**config.mk**
```make
export PLATFORM = sky130hd
export DESIGN_NAME = gcd_param_flat
export DESIGN_NICKNAME = d
export VERILOG_FILES = /design/src/rtl/gcd_param_if.sv /design/src/rtl/gcd_param.sv /design/src/flat_wrapper.sv
export SDC_FILE = /design/constraint.sdc
export NUM_CORES = 1
export LEC_CHECK = 0
export CORE_AREA = 2 2 84 86
export DETAILED_ROUTE_END_ITERATION = 10
export DIE_AREA = 0 0 86 88
export PLACE_DENSITY = 0.69
export SLEW_MARGIN = 20
export SYNTH_ARGS = -nofsm -noshare
export SYNTH_HDL_FRONTEND = slang
export SYNTH_SLANG_ARGS = --single-unit
```
**constraint.sdc**
```tcl
create_clock -name clk -period 2.1 [get_ports clk]
set_input_delay 0.525 -clock clk [delete_from_list [all_inputs] [get_ports clk]]
set_output_delay 0.525 -clock clk [all_outputs]
set_load 0.005 [all_outputs]
```
**src/rtl/gcd_param_if.sv**
```systemverilog
// Handshake and data bundle for the gcd_param engine.
// The master drives operands and start; the slave returns status and results.
interface gcd_param_if #(
   parameter int unsigned WIDTH = 8
) ();
   logic             start;
   logic [WIDTH-1:0] a;
   logic [WIDTH-1:0] b;
   logic             ready;
   logic             busy;
   logic             done;
   logic [WIDTH-1:0] result;
   logic [WIDTH-1:0] iters;

   modport master (
      output start, a, b,
      input  ready, busy, done, result, iters
   );

   modport slave (
      input  start, a, b,
      output ready, busy, done, result, iters
   );
endinterface

```
**src/rtl/gcd_param.sv**
```systemverilog
// Multi-cycle GCD engine, subtractive Euclid (MODE 0) or binary Stein (MODE 1).
// One operation in flight; zero operands finish on the accepting edge.
module gcd_param #(
   parameter int unsigned WIDTH = 8,
   parameter int unsigned MODE  = 0
) (
   input logic       clk,
   input logic       reset,
   gcd_param_if.slave bus
);
   localparam int unsigned KW = $clog2(WIDTH) + 1;

   typedef enum logic [0:0] {StIdle, StCalc} state_e;

   state_e           state_q;
   logic [WIDTH-1:0] x_q;
   logic [WIDTH-1:0] y_q;
   logic [KW-1:0]    k_q;
   logic [WIDTH-1:0] step_q;
   logic [WIDTH-1:0] result_q;
   logic [WIDTH-1:0] iters_q;
   logic             done_q;

   assign bus.ready  = (state_q == StIdle);
   assign bus.busy   = (state_q == StCalc);
   assign bus.done   = done_q;
   assign bus.result = result_q;
   assign bus.iters  = iters_q;

   always_ff @(posedge clk or posedge reset) begin
      if (reset) begin
         state_q  <= StIdle;
         x_q      <= '0;
         y_q      <= '0;
         k_q      <= '0;
         step_q   <= '0;
         result_q <= '0;
         iters_q  <= '0;
         done_q   <= 1'b0;
      end else begin
         done_q <= 1'b0;
         unique case (state_q)
            StIdle: begin
               if (bus.start) begin
                  if (bus.a == '0 || bus.b == '0) begin
                     result_q <= bus.a | bus.b;
                     iters_q  <= '0;
                     done_q   <= 1'b1;
                  end else begin
                     x_q     <= bus.a;
                     y_q     <= bus.b;
                     k_q     <= '0;
                     step_q  <= '0;
                     state_q <= StCalc;
                  end
               end
            end
            StCalc: begin
               if (x_q == y_q) begin
                  result_q <= (MODE == 1) ? (x_q << k_q) : x_q;
                  iters_q  <= step_q;
                  done_q   <= 1'b1;
                  state_q  <= StIdle;
               end else begin
                  if (step_q != '1) begin
                     step_q <= step_q + WIDTH'(1);
                  end
                  if (MODE == 0) begin
                     if (x_q > y_q) begin
                        x_q <= x_q - y_q;
                     end else begin
                        y_q <= y_q - x_q;
                     end
                  end else begin
                     // Stein: factor out common twos into k, then strip lone twos.
                     if (!x_q[0] && !y_q[0]) begin
                        x_q <= x_q >> 1;
                        y_q <= y_q >> 1;
                        k_q <= k_q + KW'(1);
                     end else if (!x_q[0]) begin
                        x_q <= x_q >> 1;
                     end else if (!y_q[0]) begin
                        y_q <= y_q >> 1;
                     end else if (x_q > y_q) begin
                        x_q <= (x_q - y_q) >> 1;
                     end else begin
                        y_q <= (y_q - x_q) >> 1;
                     end
                  end
               end
            end
            default: state_q <= StIdle;
         endcase
      end
   end
endmodule

```
**src/flat_wrapper.sv**
```systemverilog
// flat-port wrapper written by rule: the top's interface ports become plain ports
module gcd_param_flat 
#(
   parameter int unsigned WIDTH = 8,
   parameter int unsigned MODE  = 0
)
  (clk, reset, bus_start, bus_a, bus_b, bus_ready, bus_busy, bus_done, bus_result, bus_iters);
  gcd_param_if #(.WIDTH(WIDTH)) bus_i ();
  input logic clk;
  input logic reset;
  input wire logic [$bits(bus_i.start)-1:0] bus_start;
  input wire logic [$bits(bus_i.a)-1:0] bus_a;
  input wire logic [$bits(bus_i.b)-1:0] bus_b;
  output wire logic [$bits(bus_i.ready)-1:0] bus_ready;
  output wire logic [$bits(bus_i.busy)-1:0] bus_busy;
  output wire logic [$bits(bus_i.done)-1:0] bus_done;
  output wire logic [$bits(bus_i.result)-1:0] bus_result;
  output wire logic [$bits(bus_i.iters)-1:0] bus_iters;
  assign bus_i.start = bus_start;
  assign bus_i.a = bus_a;
  assign bus_i.b = bus_b;
  assign bus_ready = bus_i.ready;
  assign bus_busy = bus_i.busy;
  assign bus_done = bus_i.done;
  assign bus_result = bus_i.result;
  assign bus_iters = bus_i.iters;
  gcd_param #(.WIDTH(WIDTH), .MODE(MODE)) u_core (.clk(clk), .reset(reset), .bus(bus_i));
endmodule
```
# --- Word level (Yosys, flattened, before mapping) ---
# Cells that the tools add are included.
totals:
  ff_bits: 42
  latchBits: 0
  mem_bits_rw: 0
  rom_bits: 0
  elab_cells: 61
  mem_count: 0
classes:
  addsub: 3
  multipliers: 0
  div: 0
  n_lt_le_gt_ge: 1
  n_eq_ne: 10
  shifts: 0
  muxes: 31
  bitwise: 2
  n_reduce_logical: 7
ops:
  columns: ["operator", "count"]
  rows:
  - ["$mux W8", 18]
  - ["$pmux W8 S2", 5]
  - ["$logic_not A8 Y1", 2]
  - ["$sub A8 B8 Y8", 2]
  - ["$ne A2 B2 Y1 const B", 7]
  - ["$reduce_and A4 Y1", 3]
  - ["$add A8 B1 Y8 const B", 1]
  - ["$eq A8 B8 Y1", 1]
  - ["$gt A8 B8 Y1", 1]
  - ["$ne A8 B8 Y1 const B", 1]
  - ["$or A8 B8 Y8", 1]
  - ["$mux W1", 6]
  - ["$pmux W1 S2", 2]
  - ["$reduce_and A3 Y1", 1]
  - ["$ne A2 B1 Y1 const B", 1]
  - ["$logic_or A1 B1 Y1", 1]
  - ["$not A1 Y1", 1]

# --- Logic depth before layout (Yosys ltp) ---
# Gate-level depths: netlist of the first run.
logic_depth:
  depth_word: 5
  mapped_depth: 9

# --- Worst setup path before layout of the first run ---
# No wires, ideal clock.
synth_timing:
  path_type: "register to register"
  start: "register u_core.x_q[0]"
  end: "register u_core.y_q[5]"
  arrival_time_ns: 2.089
  t_required_ns: 1.975
  setup_slack_ns: -0.114
  stages_incl_launch_ff: 9
  period_less_slack_ns: 2.214
  cell_sequence: "dfrtp_1 inv_1 ha_1 fa_1 nor2b_1 o31a_1 o41ai_4 a21oi_4 mux2_2"
synth_between:
  elab_chain_cells: 4
synth_rtl:
  columns: ["element", "line_no", "rtl"]
  rows:
  - ["start: declaration", "gcd_param.sv:16", "logic [WIDTH-1:0] x_q;"]
  - ["start signal: assignment", "gcd_param.sv:50", "x_q <= bus.a;"]
  - ["start signal: assignment", "gcd_param.sv:70", "x_q <= x_q - y_q;"]
  - ["start signal: assignment", "gcd_param.sv:77", "x_q <= x_q >> 1;"]
  - ["$sub A8 B8 Y8", "gcd_param.sv:72", "y_q <= y_q - x_q;"]
  - ["$mux W8", "gcd_param.sv:69", "if (x_q > y_q) begin"]
  - ["$mux W8", "gcd_param.sv:59", "if (x_q == y_q) begin"]
  - ["$pmux W8 S2", "gcd_param.sv:42", "unique case (state_q)"]
  - ["end signal: assignment", "gcd_param.sv:51", "y_q <= bus.b;"]
  - ["end signal: assignment", "gcd_param.sv:72", null]
  - ["end signal: assignment", "gcd_param.sv:78", "y_q <= y_q >> 1;"]
  - ["end: declaration", "gcd_param.sv:17", "logic [WIDTH-1:0] y_q;"]
# Parallel ways exist; a longest one is shown, timed or not. The select of a mux whose other input is x is not followed.
# A chain may end at the register's enable or synchronous reset.

# --- Final worst setup path of the first run ---
layout_timing:
  start: "register u_core.y_q[6]"
  end: "register u_core.y_q[5]"
layout_between:
  elab_chain_cells: 3
layout_rtl:
  columns: ["element", "line_no"]
  rows:
  - ["$gt A8 B8 Y1 / $eq A8 B8 Y1 (equally long branches)", "gcd_param.sv:69, gcd_param.sv:59"]
  - ["$ne A2 B2 Y1 (no line)", null]
  - ["$reduce_and A4 Y1 (no line) (*)", null]
# Every way passes the cells marked *; elsewhere a longest branch is shown, timed or not.

==> metrics, run 1 <==
Placed Instances 473; Die ar. ~7600 um2; WP data required roughly 2.3 ns; Slew @ Worst Pin 0.492 ns; Netlist Area Pre-Place a little under 3000 um2; clock share of power about 6.5%; final hold vios 0; Starting Density 43.4%; antenna-violating nets left 0; fraction of layout cells with a size suffix above 1 30.2%; RSZ-0062 raised after global routing true; final wirelength 7860 um; power density over the cells approximately 2100 nW/um2; CP Max Fanout 5; most frequent cells in the layout 59 x buf_4, 41 x dfrtp_1, 26 x clkdlybuf4s50_1, 22 x inv_1, 22 x a21oi_1; async set-reset flop share out of synthesis 100%; met3 WL 350 um; cts hold-fix bufs 0; worst hold path depth 2; die height 88 um; Post-Syn Instances between 300 and 400; cell depth of the worst setup path 9; worst hold margin 0.505 ns; latest clock arrival within the worst-skew pair 0.30 ns; Syn Nets around 350; number of H-tree levels 2; routed wl met2 3680 um; fin crit share 110%; Crit path largest cell delay roughly 0.40 ns; ys flop type dfrtp_1; DRC viols 0; largest net degree at the start of global routing 43; most used cell, CP buf_4; core footprint ~6600 um2; fill count 548; Placement Setup Slack -0.416 ns; total chip power approximately 8.6 mW; #FFs+latches synth 42; Crit path max-delay family compound AO/OA/AOI/OAI gates; Setup crit end kind flip-flop; vias ~2700; CTS tree yes; Worst VDD drop roughly 1.2 mV; DR iter-0 viols 267; number of antenna violations at the first check in global routing 0; library cells used by synthesis 55; row count 30; Diodes inserted 0; CTS Buf Count 5; Area growth, synth to finish 42.9%; Port Buffers 37; switching share of power 42.1%; worst rel slew slack 66.9%; gpl congestion 0.921; max-slew violations 0; first-pass GRT wire length ~12000 um; clk buf depth 2; Final #Nets 447; vias in the first global route 2579; Combinational Power Share 75.8%; max-cap check violation count 0; worst setup margin -0.213 ns; crit path launch type flip-flop; fmax 432 MHz; Via density 5.46; yosys warns 0; cell area after layout 4120 um2; number of synthesized flops with an enable pin 0; clock tree sinks 42; Tightest Hold Check Type reg -> reg; failing checks setup timing; Clock Skew ~0.0066 ns; R2R Setup Slk -0.21 ns; CP cell instances inv_1 -> ha_4 -> a21o_4 -> buf_4 -> o41ai_4 -> buf_4 -> a21oi_4 -> buf_12 -> mux2_4; reg2reg path depth 9; Int Power 4.98 mW; Overflow after GRT 0; fin util between 60 and 70%; setup TNS -1.97 ns; io pins 38; clock slew at reported path FFs 0.09 ns; overall global routing resource usage around a fifth; CP bufs+invs 4; top layer in use met4; sequential power share between 10% and 20%; Die W roughly 86 um; commonest non-fill, non-tap cell in the layout buf_4; Metal-1 WL roughly 3700 um; P_sw 3.63 mW; leakage power 1.96 nW; Final Non-Filler Cells 491; mean post-synth cell area between 9 and 10 um2; outcome complete, but fails checks; Slowest cell on crit path dfrtp_1; Post-DP Area 3790 um2; Worst Setup Path Type reg -> reg; crit path time final 2.31 ns; CP arrival 2.51 ns; root buffer cell clkbuf_8; final setup vio count 16; DRT Pass-1 Iters 5; HPWL Detailed 5510 um; sequential area share after synthesis 36.4%; drt wl/cell 16.0 um
-- logic make-up (layout without fill, tap and decap cells) --
group / count (synthesis) / in the layout / synth area share [%]
buffers and inverters: 40 / 140 / 5.94
XOR/XNOR: 1 / 1 / 0.304
AND/OR/NAND/NOR: 103 / 104 / 19.1
flip-flops: 42 / 42 / 36.4
multiplexers: 26 / 26 / 10.8
adder cells (fa/ha/maj): 18 / 18 / 8.33
AO/OA/AOI/OAI: 80 / 80 / 19.0
-- sequential cells by signal, summed over array words and instances, names as in the netlist --
| register | count |
|---|---|
| u_core.bus.busy | 1 |
| u_core.bus.done | 1 |
| u_core.bus.iters | 8 |
| u_core.bus.result | 8 |
| u_core.step_q | 8 |
| u_core.x_q | 8 |
| u_core.y_q | 8 |
-- final cells by class --
cell class	count	area, um2	share of cell area [%]
clock buffers	5	68.8	1.67
clock inverters	3	23.8	0.577
inverters	26	97.6	2.37
multi-input cells	229	1830	44.3
flip-flops and latches	42	1050	25.5
well taps	80	100	2.43
repair buffers	106	953	23.1
-- cell usage after synthesis, drive strengths merged, types with 6 or more instances --
cell type  count  area (um2)
dfrtp         42        1050
inv           25        93.8
a21oi         24         131
nor2          21        93.8
nand2         20        75.1
o21ai         19        95.1
nor3          17        90.1
ha            16         200
nand3         16        80.1
mux2i         14         140
mux2          12         173
buf            8        51.3
nor2b          7        43.8
clkbuf         6        22.5
o21a           6        45.0
or4            6        56.3
-- power by group through the flow --
stage / logic, mW / registers, mW / clock network, mW
CTS: 6.09 / 1.52 / 0.572
global placement: 5.45 / 1.51 / 0
floorplan: 3.67 / 1.50 / 0
finish: 6.53 / 1.52 / 0.557
detailed placement: 5.55 / 1.53 / 0
global route: 7.04 / 1.58 / 0.598
-- worst min-delay path: stages (launching register included) --
cell and delay [ns]:
dfrtp_1 0.35, nand3_1 0.06, o21ai_0 0.07
-- metal layers --
metal	GRT usage, %	vias up
met5	0	-
met4	9.09	0
met3	3.02	23
met2	33.8	86
met1	28.2	1262
li1	-	1310
-- final timing paths --
| path | startpoint | endpoint |
|---|---|---|
| setup / recovery | u_core.y_q[6] | u_core.y_q[5] |
| hold / removal | u_core.bus.iters[1] | u_core.bus.iters[1] |
| setup reg to reg | u_core.y_q[6] | u_core.y_q[5] |
| hold reg to reg | u_core.bus.iters[1] | u_core.bus.iters[1] |
| max in group asynchronous | reset | u_core.y_q[1] |
| min in group asynchronous | reset | u_core.bus.iters[5] |
-- what timing repair did --
item | 4_1_cts | 5_1_grt
gates resized for setup | 26 | 17
gates cloned | 1 | 0
buffers inserted | 6 | 3
endpoints found under the setup margin | 31 | 33
pin swaps | 15 | 1
Note: power is estimated with default switching activity, not from simulation.
==> run 2, diff against run 1 <==
Settings changed: PLACE_DENSITY 0.69 to 0.66.
Clock period 2.1 ns to 2.9 ns, I/O delays scaled along.
==> metrics, run 2 (synthesis gave the netlist of run 1 again) <==
DR iter-0 viols 184 (-31%); CTS Buf Count 5 (unchanged); Diodes inserted 0 (unchanged); worst hold margin 0.503 ns (-0.00139 ns); gpl congestion 0.881 (-4.4%); final wirelength 6960 um (-11%); largest net degree at the start of global routing 43 (unchanged); CP startpoint u_core.x_q[0]; die height 88 um (unchanged); CTS tree yes; Clock Skew 0.00686 ns (+0.000295 ns); Via density 5.50 (+0.81%); RSZ-0062 raised after global routing false; Setup Buffers After CTS 0 (-6); fill count 624 (+14%); crit path launch type flip-flop; outcome completed; power density over the cells 1470 nW/um2 (-30%); clk buf depth 2 (unchanged); most frequent cells in the layout 42 x dfrtp_1, 37 x clkdlybuf4s50_1, 25 x inv_1, 23 x a21oi_1, 20 x nand2_1; number of antenna violations at the first check in global routing 0 (unchanged); io pins 38 (unchanged); Port Buffers 37 (unchanged); vias in the first global route 2168 (-16%); fraction of layout cells with a size suffix above 1 12.7% (-17 points); Setup crit end kind flip-flop; antenna-violating nets left 0 (unchanged); CP arrival 2.92 ns (+0.41 ns); Die W 86 um (unchanged); max-slew violations 0 (unchanged); DRC viols 0 (unchanged); R2R Setup Slk 0.19 ns (+0.41 ns); Setup crit end u_core.x_q[3]; worst r2r src u_core.x_q[0]; first-pass GRT wire length 11300 um (-9.5%); WP data required 3.12 ns (+0.82 ns); worst setup margin 0.195 ns (+0.407 ns); vias 2389 (-11%); fmax 370 MHz (-15%); reg2reg path depth 9 (unchanged); Die ar. 7570 um2 (unchanged); Final #Nets 390 (-13%); Slew @ Worst Pin 0.722 ns (+0.230 ns); HPWL Detailed 5290 um (-4.1%); commonest non-fill, non-tap cell in the layout dfrtp_1; final setup vio count 0 (-16); latest clock arrival within the worst-skew pair 0.31 ns (about the same); core footprint 6640 um2 (unchanged); clock slew at reported path FFs 0.09 ns (about the same); CP Max Fanout 5 (unchanged); root buffer cell clkbuf_8; PostCTS Resize Cnt 0 (-100%); worst rel slew slack 51.7% (-15 points); Overflow after GRT 0 (unchanged); number of H-tree levels 2 (unchanged); DRT Pass-1 Iters 5 (unchanged); setup TNS 0 ns (+1.97 ns); overall global routing resource usage 19.3% (-1.7 points); drt wl/cell 16.0 um (+0.18%); Placement Setup Slack 0.0338 ns (+0.450 ns); clock tree sinks 42 (unchanged); Area growth, synth to finish 20.3%; cts hold-fix bufs 0 (unchanged); max-cap check violation count 0 (unchanged); leakage power 1.59 nW (-19%); row count 30 (unchanged); crit path time final 2.71 ns (+0.393 ns); Starting Density 43.4% (unchanged); worst r2r dst u_core.x_q[3]; final hold vios 0 (unchanged); Worst Setup Path Type reg -> reg; Worst VDD drop 0.718 mV (-39%); Tightest Hold Check Type reg -> reg; fin crit share 93.3% (-17 points)
## run 2: cell count changes in the layout (fill, tap and decap cells not counted), sizes merged
cell           delta
dlymetal6s2s      -4
dlygate4sd2       -7
and2              -1
buf              -56
clkdlybuf4s50    +11
## run 2: stage by stage
stage | util, % | total power, mW | area [um2] | cells
after detailed placement | 50.9 | 4.67 | 3380 | 426
final | 52.3 | 5.09 | 3470 | 434
after global routing | 52.3 | 5.53 | 3470 | 434
after CTS | 52.3 | 5.10 | 3470 | 434
after global placement | 50.9 | 4.61 | 3380 | 426
after floorplan | - | 3.65 | 2890 | 310
## run 2: worst min-delay path by stage
stage	from	to	slack [ns]	cells past startpoint
after detailed placement	u_core.bus.iters[4]	u_core.bus.iters[4]	0.49	2
final	u_core.bus.iters[4]	u_core.bus.iters[4]	0.50	2
after floorplan	u_core.step_q[7]	u_core.step_q[7]	0.47	1
after global placement	u_core.bus.iters[4]	u_core.bus.iters[4]	0.49	2
after CTS	u_core.step_q[7]	u_core.step_q[7]	0.51	1
after global routing	u_core.bus.iters[2]	u_core.bus.iters[2]	0.53	2
## run 2: metal layers
metal  wire, um  vias up  global-route usage, %  share of wire (%)
met1       3560     1114                   29.2                 51
met2       3050       68                   28.6                 44
met4         81        0                   4.76                1.2
met3        278        9                   3.11                4.0
met5          0        -                      0                  0
li1           -     1198                      -                  -
## run 2: cell type report
| type | instances | area (um2) | share of cell area (%) |
|---|---|---|---|
| Multi-Input combinational cell | 228 | 1660 | 47.9 |
| Sequential cell | 42 | 1050 | 30.3 |
| Clock buffer | 5 | 68.8 | 1.98 |
| Inverter | 26 | 97.6 | 2.81 |
| Tap cell | 80 | 100 | 2.88 |
| Timing Repair Buffer | 50 | 468 | 13.5 |
| Clock inverter | 3 | 23.8 | 0.685 |
## run 2: power by group
part	internal (mW)	leakage [nW]	switching [mW]	total, mW
combinational	1.74	1.09	1.86	3.59
sequential	0.900	0.466	0.195	1.10
clock	0.172	0.0408	0.233	0.406
## run 2: worst max-delay path, stage by stage, from the launching register on
cell and delay [ns]:
dfrtp_1 0.36, inv_1 0.07, ha_1 0.21, fa_1 0.40
nor2b_1 0.17, o31a_1 0.25, o41ai_4 0.11, o21bai_1 0.60
buf_4 0.24, mux2i_1 0.21
==> run 3, diff against run 2 <==
Clock period 2.9 ns to 3.3 ns, I/O delays scaled along.
==> metrics, run 3 (synthesis gave the netlist of run 1 again) <==
largest net degree at the start of global routing 43 (unchanged); crit path time final 2.65 ns (-0.0604 ns); Worst VDD drop 0.589 mV (-18%); Die W 86 um (unchanged); Final #Nets 383 (-1.8%); Area growth, synth to finish 18.5%; fraction of layout cells with a size suffix above 1 11.0% (-1.8 points); Die ar. 7570 um2 (unchanged); DRT Pass-1 Iters 4 (-1); vias 2362 (-1.1%); fill count 632 (+1.3%); overall global routing resource usage 19.2% (-0.055 points); DR iter-0 viols 119 (-35%); setup TNS 0 ns (unchanged); Post-DP Area 3330 um2 (-1.6%); Final Non-Filler Cells 427 (-1.6%); core footprint 6640 um2 (unchanged); CTS tree yes; io pins 38 (unchanged); number of H-tree levels 2 (unchanged); CP arrival 2.87 ns (-0.05 ns); Storage cell area 1050 um2 (unchanged); cts hold-fix bufs 0 (unchanged); drt wl/cell 15.6 um (-2.6%); max-slew violations 0 (unchanged); Tightest Hold Check Type reg -> reg; worst rel slew slack 62.9% (+11 points); Slew @ Worst Pin 0.556 ns (-0.166 ns); clock tree sinks 42 (unchanged); antenna-violating nets left 0 (unchanged); first-pass GRT wire length 11200 um (-0.18%); power density over the cells 1270 nW/um2 (-14%); fmax 378 MHz (+2.3%); clk buf depth 2 (unchanged); fin crit share 80.2% (-13 points); commonest non-fill, non-tap cell in the layout dfrtp_1; clock slew at reported path FFs 0.09 ns (about the same); outcome completed; Setup crit end kind flip-flop; Setup Buffers After CTS 0 (unchanged); Port Buffers 37 (unchanged); HPWL Detailed 5080 um (-4.0%); gpl congestion 0.909 (+3.1%); max-cap check violation count 0 (unchanged); row count 30 (unchanged); latest clock arrival within the worst-skew pair 0.30 ns (about the same); PostCTS Resize Cnt 0 (unchanged); RSZ-0062 raised after global routing false; final wirelength 6670 um (-4.2%); cell area after layout 3420 um2 (-1.5%); root buffer cell clkbuf_8; Clock Skew 0.00156 ns (-0.00530 ns); CP Max Fanout 5 (unchanged); most frequent cells in the layout 42 x dfrtp_1, 37 x clkdlybuf4s50_1, 25 x inv_1, 23 x a21oi_1, 20 x nand2_1; die height 88 um (unchanged); CTS Buf Count 5 (unchanged); final setup vio count 0 (unchanged); Via density 5.53 (+0.49%); DRC viols 0 (unchanged); number of antenna violations at the first check in global routing 0 (unchanged); leakage power 1.56 nW (-2.1%); Diodes inserted 0 (unchanged); Placed Instances 419 (-1.6%); Worst Setup Path Type reg -> reg; final hold vios 0 (unchanged); Multi-input gate area 1660 um2 (unchanged); Starting Density 43.4% (unchanged); vias in the first global route 2180 (+0.55%); crit path launch type flip-flop; Overflow after GRT 0 (unchanged); WP data required 3.53 ns (+0.41 ns)
[run 3: cell count changes in the layout (fill, tap and decap cells not counted), sizes merged]
cell / change
buf: -7
[run 3: worst max-delay path, cell delays in order (launching register included)]
cell and delay (ns):
dfrtp_1 0.36, inv_1 0.07, ha_1 0.22, fa_1 0.38
nor2b_1 0.23, o31a_1 0.29, o41ai_4 0.11, o21bai_1 0.42
buf_4 0.27, mux2i_1 0.20
[run 3: where the power goes]
part | total [mW] | switching [mW] | internal (mW)
Clock | 0.356 | 0.204 | 0.152
Sequential | 0.953 | 0.162 | 0.791
Combinational | 3.03 | 1.58 | 1.45
Total | 4.33 | 1.94 | 2.39
[run 3: through the flow]
stage	utilization (%)	total power, mW	setup WS (ns)	hold WS, ns
after detailed placement	50.1	3.98	0.424	0.490
after global routing	51.5	4.76	0.452	0.535
after CTS	51.5	4.36	0.652	0.514
after global placement	50.1	3.95	0.421	0.486
final	51.5	4.33	0.655	0.508
after floorplan	-	3.21	0.948	0.472
[run 3: worst paths after layout]
check | start | to | slack, ns | cells after the start
max | u_core.x_q[0] | u_core.x_q[1] | 0.65 | 9
min | u_core.bus.iters[6] | u_core.bus.iters[6] | 0.51 | 2
max reg2reg | u_core.x_q[0] | u_core.x_q[1] | 0.65 | 9
min reg2reg | u_core.bus.iters[6] | u_core.bus.iters[6] | 0.51 | 2
max in group asynchronous | reset | u_core.x_q[4] | 1.98 | 3
min in group asynchronous | reset | u_core.bus.iters[2] | 0.95 | 3
[run 3: area by class of cell]
class / instances / share of cell area [%]
clock buffers: 5 / 2.01
clock inverters: 3 / 0.695
inverters: 26 / 2.85
multi-input cells: 228 / 48.6
flip-flops and latches: 42 / 30.7
well taps: 80 / 2.93
repair buffers: 43 / 12.1
[run 3: per-layer routing]
metal,vias up,part of all wire [%],global-route usage [%]
met5,-,0,0
met4,0,0.73,3.46
met3,4,6.3,2.83
met2,64,45,29.9
met1,1110,48,28.7
li1,1184,-,-
